<file path="config.mk">
export PLATFORM = sky130hd
export DESIGN_NAME = toggle_event_decoder
export DESIGN_NICKNAME = d
export VERILOG_FILES = /design/src/rtl/toggle_event_decoder.sv
export SDC_FILE = /design/constraint.sdc
export NUM_CORES = 1
export LEC_CHECK = 0
export BUFFER_PORTS_ARGS = -buffer_cell sky130_fd_sc_hd__buf_2
export CAP_MARGIN = 40
export CORE_ASPECT_RATIO = 1.25
export CORE_MARGIN = 2
export CORE_UTILIZATION = 47
export DETAILED_ROUTE_END_ITERATION = 12
export PLACE_DENSITY = 0.86
export SETUP_SLACK_MARGIN = 0.02
export SYNTH_ARGS = -nofsm -noshare
export SYNTH_HDL_FRONTEND = slang
export SYNTH_SLANG_ARGS = --single-unit
export TNS_END_PERCENT = 10
</file>
<file path="constraint.sdc">
create_clock -name clock -period 2.4 [get_ports clock]
set_input_delay 0.24 -clock clock [delete_from_list [all_inputs] [get_ports clock]]
set_output_delay 0.24 -clock clock [all_outputs]
set_load 0.1 [all_outputs]
</file>
<file path="src/rtl/toggle_event_decoder.sv">
// rtl/toggle_event_decoder.sv - toggle-encoded event receiver with pending queue and toggle ack
// Optional total-event counter built only when TOGDEC_TOTAL_CNT_EN is defined.
module toggle_event_decoder #(
  parameter int SYNC_STAGES = 2,
  parameter int CNT_W       = 4,
  parameter int TOTAL_W     = 16
) (
  input  logic               clock,
  input  logic               clear_,
  input  logic               tog_in,
  input  logic               clr_ovf,
  output logic               evt_pulse,
  output logic               evt_valid,
  input  logic               evt_ready,
  output logic [CNT_W-1:0]   pending,
  output logic               overflow,
  output logic               ack_q,
  output logic [TOTAL_W-1:0] total
);

  localparam int WCW = $clog2(SYNC_STAGES + 2);
  localparam logic [WCW-1:0]   WARM_LOAD = WCW'(SYNC_STAGES + 1);
  localparam logic [CNT_W-1:0] CNT_MAX   = '1;

  typedef enum logic {WARMUP = 1'b0, RUN = 1'b1} state_t;

  state_t                 r_state;
  state_t                 w_state_next;
  logic [WCW-1:0]         r_warm_cnt;
  logic [SYNC_STAGES-1:0] r_sync;
  logic                   r_sync_d;
  logic                   r_pulse;
  logic [CNT_W-1:0]       r_pending;
  logic                   r_overflow;
  logic                   r_ack;

  logic w_sync_q;
  logic w_det;
  logic w_inc;
  logic w_dec;
  logic w_sat;

  assign w_sync_q = r_sync[SYNC_STAGES-1];
  assign w_det    = w_sync_q ^ r_sync_d;
  assign w_inc    = r_pulse;
  assign w_dec    = (r_pending != '0) && evt_ready;
  assign w_sat    = w_inc && !w_dec && (r_pending == CNT_MAX);

  always_ff @(posedge clock or negedge clear_) begin
    if (!clear_) begin
      r_state    <= WARMUP;
      r_warm_cnt <= WARM_LOAD;
    end else begin
      r_state <= w_state_next;
      if (r_state == WARMUP && r_warm_cnt != '0)
        r_warm_cnt <= r_warm_cnt - 1'b1;
    end
  end

  // Leave WARMUP on the edge where the counter lands on zero; by then sync_d has caught up.
  always_comb begin
    w_state_next = r_state;
    if (r_state == WARMUP && r_warm_cnt == WCW'(1))
      w_state_next = RUN;
  end

  always_ff @(posedge clock or negedge clear_) begin
    if (!clear_) begin
      r_sync   <= '0;
      r_sync_d <= 1'b0;
      r_pulse  <= 1'b0;
    end else begin
      r_sync   <= {r_sync[SYNC_STAGES-2:0], tog_in};
      r_sync_d <= w_sync_q;
      r_pulse  <= w_det && (r_state == RUN);
    end
  end

  always_ff @(posedge clock or negedge clear_) begin
    if (!clear_) begin
      r_pending  <= '0;
      r_overflow <= 1'b0;
      r_ack      <= 1'b0;
    end else begin
      if (w_inc && !w_dec && !w_sat)
        r_pending <= r_pending + 1'b1;
      else if (w_dec && !w_inc)
        r_pending <= r_pending - 1'b1;
      if (w_sat)
        r_overflow <= 1'b1;
      else if (clr_ovf)
        r_overflow <= 1'b0;
      if (w_dec)
        r_ack <= ~r_ack;
    end
  end

`ifdef TOGDEC_TOTAL_CNT_EN
  logic [TOTAL_W-1:0] r_total;
  always_ff @(posedge clock or negedge clear_) begin
    if (!clear_)
      r_total <= '0;
    else if (w_inc)
      r_total <= r_total + 1'b1;
  end
  assign total = r_total;
`else
  assign total = '0;
`endif

  assign evt_pulse = r_pulse;
  assign evt_valid = (r_pending != '0);
  assign pending   = r_pending;
  assign overflow  = r_overflow;
  assign ack_q     = r_ack;

endmodule

</file>
==> results of run 1 <==
report_power, final:
part | leakage (nW) | switching (W) | internal (W)
Sequential | 0.159 | 0.00000107 | 0.000222
Combinational | 0.261 | 0.000115 | 0.00000476
Clock | 0.0150 | 0.0000639 | 0.0000642
Total | 0.435 | 0.000180 | 0.000291
worst min-delay path by stage:
stage | startpoint | end | slack, ns | cells past startpoint
floorplan | clear_ | ack_q$_DFFE_PN0P_ | -0.06 | 0
global placement | clear_ | ack_q$_DFFE_PN0P_ | 0.13 | 1
detailed placement | clear_ | ack_q$_DFFE_PN0P_ | 0.13 | 1
CTS | tog_in | r_sync[0]$_DFF_PN0_ | 0.07 | 1
global route | tog_in | r_sync[0]$_DFF_PN0_ | 0.05 | 1
finish | tog_in | r_sync[0]$_DFF_PN0_ | 0.08 | 1
stage by stage:
stage / setup WS [ns] / power (W) / instance area, sq um / utilization (%) / hold WS (ns)
6_report: 0.230 / 0.000470 / 833 / 54.1 / 0.0830
5_1_grt: 0.108 / 0.000494 / 833 / 54.1 / 0.0539
4_1_cts: 0.228 / 0.000477 / 833 / 54.1 / 0.0720
3_5_place_dp: 0.243 / 0.000345 / 797 / 51.7 / 0.134
3_3_place_gp: 0.304 / 0.000345 / 797 / 51.7 / 0.131
2_1_floorplan: 0.0439 / 0.000357 / 846 / - / -0.0556
logic make-up after synthesis:
family | after synthesis
compound gates | 11
simple gates | 11
xor+xnor | 6
other cells | 1
fa+ha+maj | 5
buf+inv | 21
mux | 2
flops | 13
layer usage:
layer	vias up	global-route usage [%]	wire length, um
met5	-	0	0
li1	232	-	-
met1	229	16.0	439
met2	15	19.6	578
met4	0	6.90	0
met3	0	2.74	61
registers in the layout, summed over array words and instances (netlist names):
name,count
pending,4
ack_q,1
evt_pulse,1
r_warm_cnt,2
r_sync_d,1
overflow,1
r_sync,2
r_state,1
cell type report:
| class | count | area (sq um) | area share (%) |
|---|---|---|---|
| multi-input cells | 51 | 363 | 43.5 |
| clock buffers | 4 | 26.3 | 3.15 |
| repair buffers | 13 | 70.1 | 8.41 |
| inverters | 4 | 15.0 | 1.80 |
| well taps | 18 | 22.5 | 2.70 |
| flip-flops and latches | 13 | 337 | 40.4 |
synth_stat cells, drive strengths merged:
| master | count | area [sq um] |
|---|---|---|
| conb | 1 | 3.75 |
| nor3 | 1 | 5.00 |
| a21o | 1 | 7.51 |
| o22ai | 1 | 6.26 |
| a2111o | 1 | 11.3 |
| or2 | 1 | 6.26 |
| dfrtp | 11 | 275 |
| fa | 1 | 20.0 |
| o41ai | 1 | 8.76 |
| nor4 | 1 | 12.5 |
| nand4b | 1 | 8.76 |
| a211oi | 1 | 12.5 |
| buf | 17 | 125 |
| xor2 | 4 | 35.0 |
| ha | 4 | 50.1 |
| dfstp | 2 | 52.6 |
| xnor2 | 2 | 17.5 |
| a41oi | 1 | 8.76 |
| mux2 | 2 | 22.5 |
| o21ai | 2 | 10.0 |
| and2 | 1 | 6.26 |
| a21oi | 3 | 18.8 |
| inv | 4 | 15.0 |
| nand2 | 3 | 11.3 |
| nor2 | 3 | 11.3 |
critical path, delay by kind of cell (launching register included):
family,cells,cell delay (ns)
compound gates,4,0.82
flops,1,0.47
xor+xnor,1,0.15
simple gates,1,0.35
fa+ha+maj,1,0.30
what timing repair did:
| action | 4_1_cts | 5_1_grt |
|---|---|---|
| gates resized for setup | 0 | 0 |
| hold buffers | 1 | 0 |
| endpoints found under the hold margin | 11 | 0 |
| endpoints found under the setup margin | 0 | 0 |
==> results.cfg, run 1 <==
[run_status]
outcome = finished, final reports clean

[worst_setup_path]
crit_path_end_kind = flip-flop
max_stage_delay_ns = 0.47
regToRegSetupSlack_ns = 0.23
crit_chain = nor4_4, o21ai_2, ha_1, a21o_1, a2111o_1, o21ai_1, xor2_1
reg2reg_to = pending[3]$_DFFE_PN0P_
cp_max_fo = 8
cp-start-kind = flip-flop
rr_worst_depth = 7
cp_data_arrival_time_ns = 2.36
crit_start = pending[2]$_DFFE_PN0P_
worstSetupPathType = reg2reg
required_ns = 2.59
crit_path_end = pending[3]$_DFFE_PN0P_
slowest_stage = dfrtp_2
reg2reg_from = pending[2]$_DFFE_PN0P_

[floorplan]
die_x_um = 40.0
core_sq_um = 1540
dieArea_sq_um = 1960
dieHeight_um = 49.0
boundaryPins = 29
initial_core_util_pct = 49.4
fp-row-count = 16

[placed_design]
port_buffers = 12
place_inst = 98
place.gp.congestion = 0.657
dpl.hpwl_um = 863

[cells_and_area]
fillCellCount = 152
layout_common_cells = conb_1, buf_2, dfrtp_1
antenna_cells = 0
final_common_cell = conb_1
finalNonFillerCells = 103
syn_to_final_growth_pct = 9.36
drive_gt1_share_pct = 32.9
finalNetCount = 96

[timing]
finalSetupViolations = 0
fin_crit_ns = 2.17
timing.fmax_mhz = 461
setup-tns-final_ns = 0
post-route-period-util_pct = 90.4
slew_headroom_pct = 64.3
skew_ns = 0.00825
rsz0062_at_grt = false
drv_slew = 0
hold_violations = 0
tightest_slew_ns = 0.529

[detailed_routing]
drtAntennaViolNets = 0
drt-total-wl_mm = 1.08
via_per_inst = 4.62
vias = 476
routedWlPerCell_um = 10.5
drt-initial-drc-count = 0
dr.pass1.iters = 1
drc = 0

[clock_network]
ctsHtreeMaxLevel = 1
cts_tree = yes
numCtsBuffers = 3
clockBufferDepth = 2
clk_pin_slew_ns = 0.08
worstSkewPairLatency_ns = 0.27
clock-sinks = 13
cts_setup_buffers = 0
cts-root-buf = clkbuf_4

[synth]
yosys_warnings = 0
synth_compound_area_share_pct = 11.0
yosys_register_bits = 13
synthCells = 70
avgSynthCellArea_sq_um = 10.9
yosys.area_share.xor_xnor_pct = 6.90
yosysSeqAreaShare_pct = 43.0
synth.area.mux_share_pct = 2.96
synth.distinct_cells = 28
synth_simple_gate_area_share_pct = 8.05
syn_area_sq_um = 762
synth_top_family_by_area = buffers and inverters
synth_adder_area_share_pct = 9.20

[hold_path]
hold_class = in2reg

[pwr]
p_leak_nw = 0.435
vdd_ir_drop_max_mv = 0.270
p_per_area_nw_per_um2 = 564

[global_route]
grt_pass1_vias = 419
grt_max_degree = 14
grt-ovfl-total = 0
grt_use_total_pct = 12.8
antenna_found_initial = 0
grt_pass1_wl_mm = 1.74

[flow_run]
max_cap_violations = 0
(Power assumes the default switching activity.)
==> inputs of run 2 (changes only) <==
--- a/config.mk
+++ b/config.mk
@@ -7,11 +7,11 @@
 export LEC_CHECK = 0
 export BUFFER_PORTS_ARGS = -buffer_cell sky130_fd_sc_hd__buf_2
 export CAP_MARGIN = 40
-export CORE_ASPECT_RATIO = 1.25
 export CORE_MARGIN = 2
-export CORE_UTILIZATION = 47
+export CORE_UTILIZATION = 49
+export CTS_BUF_LIST = sky130_fd_sc_hd__clkbuf_4 sky130_fd_sc_hd__clkbuf_8
 export DETAILED_ROUTE_END_ITERATION = 12
-export PLACE_DENSITY = 0.86
+export PLACE_DENSITY = 0.89
 export SETUP_SLACK_MARGIN = 0.02
 export SYNTH_ARGS = -nofsm -noshare
 export SYNTH_HDL_FRONTEND = slang
==> results.cfg, run 2 (same netlist as run 1, synthesis figures left out) <==
[timing]
setup-tns-final_ns = 0
skew_ns = 0.00506
finalSetupViolations = 0
tightest_slew_ns = 0.563
slew_headroom_pct = 62.0
fin_crit_ns = 2.17
drv_slew = 0
post-route-period-util_pct = 90.6
timing.fmax_mhz = 460
hold_violations = 0
rsz0062_at_grt = false

[clock_network]
numCtsBuffers = 3
worstSkewPairLatency_ns = 0.27
clock-sinks = 13
ctsHtreeMaxLevel = 1
clockBufferDepth = 2
cts_resized = 0
hold_buffers = 1
cts-root-buf = clkbuf_4
clk_pin_slew_ns = 0.07
cts_setup_buffers = 0
cts_tree = yes

[detailed_routing]
drc = 0
dr.pass1.iters = 1
drt-total-wl_mm = 1.04
drt-initial-drc-count = 0
drtAntennaViolNets = 0
via_per_inst = 4.77
vias = 482
routedWlPerCell_um = 10.3

[worst_setup_path]
critical-path-top-delay-family = compound AO/OA/AOI/OAI gates
worstSetupPathType = reg2reg
cp-start-kind = flip-flop
cp_max_fo = 9
reg2reg_to = pending[3]$_DFFE_PN0P_
regToRegSetupSlack_ns = 0.23
reg2reg_from = pending[1]$_DFFE_PN0P_
required_ns = 2.59
rr_worst_depth = 7
cp_data_arrival_time_ns = 2.36
crit_chain = nor4_4, o21ai_2, ha_1, a21o_1, a2111o_1, o21ai_1, xor2_1
critical_path_buf_inv_count = 0
crit_start = pending[1]$_DFFE_PN0P_
slowest_stage = dfrtp_2
crit_path_end_kind = flip-flop
max_stage_delay_ns = 0.48

[global_route]
grt-ovfl-total = 0
grt_use_total_pct = 13.0
grt_max_degree = 14
met3_usage_pct = 6.25
global_route.usage.met1_pct = 15.1
grtUsageMet2_pct = 19.7
antenna_found_initial = 0
top_usage_layer = met2
grt_pass1_wl_mm = 1.74
grt_pass1_vias = 414

[placed_design]
place_area_sq_um = 795
dpl.hpwl_um = 814
port_buffers = 12
place.gp.congestion = 0.703

[cells_and_area]
layout_common_cells = conb_1, buf_2, dfrtp_1
final_design_area_no_fill_sq_um = 835
syn_to_final_growth_pct = 9.52
fillCellCount = 134
drive_gt1_share_pct = 34.1
finalNetCount = 96
final_common_cell = conb_1
antenna_cells = 0
seq_area_sq_um = 337
largest_register_ffs = 4
multi_input_area_sq_um = 363

[hold_path]
min_from = tog_in
hold_class = in2reg
hold-path-cell-count = 1
hold_path_end = r_sync[0]$_DFF_PN0_

[flow_run]
max_cap_violations = 0

[floorplan]
core_sq_um = 1490
dieArea_sq_um = 1890
boundaryPins = 29
fp-row-count = 14
die_x_um = 43.4
initial_core_util_pct = 51.2
dieHeight_um = 43.4

[pwr]
vdd_ir_drop_max_mv = 0.432
p_leak_nw = 0.438
p_per_area_nw_per_um2 = 577

[run_status]
outcome = finished, final reports clean
==> run 2: cell type report <==
cell class | count | share of cell area, %
multi-input cells | 51 | 43.5
flip-flops and latches | 13 | 40.3
repair buffers | 13 | 8.40
clock buffers | 4 | 3.60
well taps | 16 | 2.40
inverters | 4 | 1.80
==> run 2: through the flow <==
step | setup slack [ns] | instances | power (W) | hold slack [ns] | util (%)
2_1_floorplan | 0.0439 | 85 | 0.000357 | -0.0556 | -
3_3_place_gp | 0.281 | 96 | 0.000345 | 0.130 | 53.4
3_5_place_dp | 0.244 | 96 | 0.000345 | 0.137 | 53.4
4_1_cts | 0.224 | 101 | 0.000491 | 0.0636 | 56.1
5_1_grt | 0.102 | 101 | 0.000499 | 0.0588 | 56.1
6_report | 0.226 | 101 | 0.000482 | 0.0789 | 56.1
==> run 2: layer usage <==
metal,vias up,part of all wire (%),routed length (um)
met5,-,0,0
met4,0,1.4,14
met3,2,7.6,79
met2,20,49,505
met1,227,42,438
li1,233,-,-
==> run 2: how the worst max path moves through the flow <==
stage / end / slack (ns) / cells after the start
after floorplan: pending[3]$_DFFE_PN0P_ / 0.04 / 7
after global placement: pending[3]$_DFFE_PN0P_ / 0.28 / 7
after detailed placement: pending[3]$_DFFE_PN0P_ / 0.24 / 7
after CTS: pending[3]$_DFFE_PN0P_ / 0.22 / 7
after global routing: pending[3]$_DFFE_PN0P_ / 0.10 / 7
final: pending[3]$_DFFE_PN0P_ / 0.23 / 7
==> run 2: report_power, final <==
group	leakage, nW	internal [W]	switching [W]
registers	0.159	0.000222	0.00000112
clock network	0.0184	0.0000757	0.0000637
logic	0.261	0.00000477	0.000115
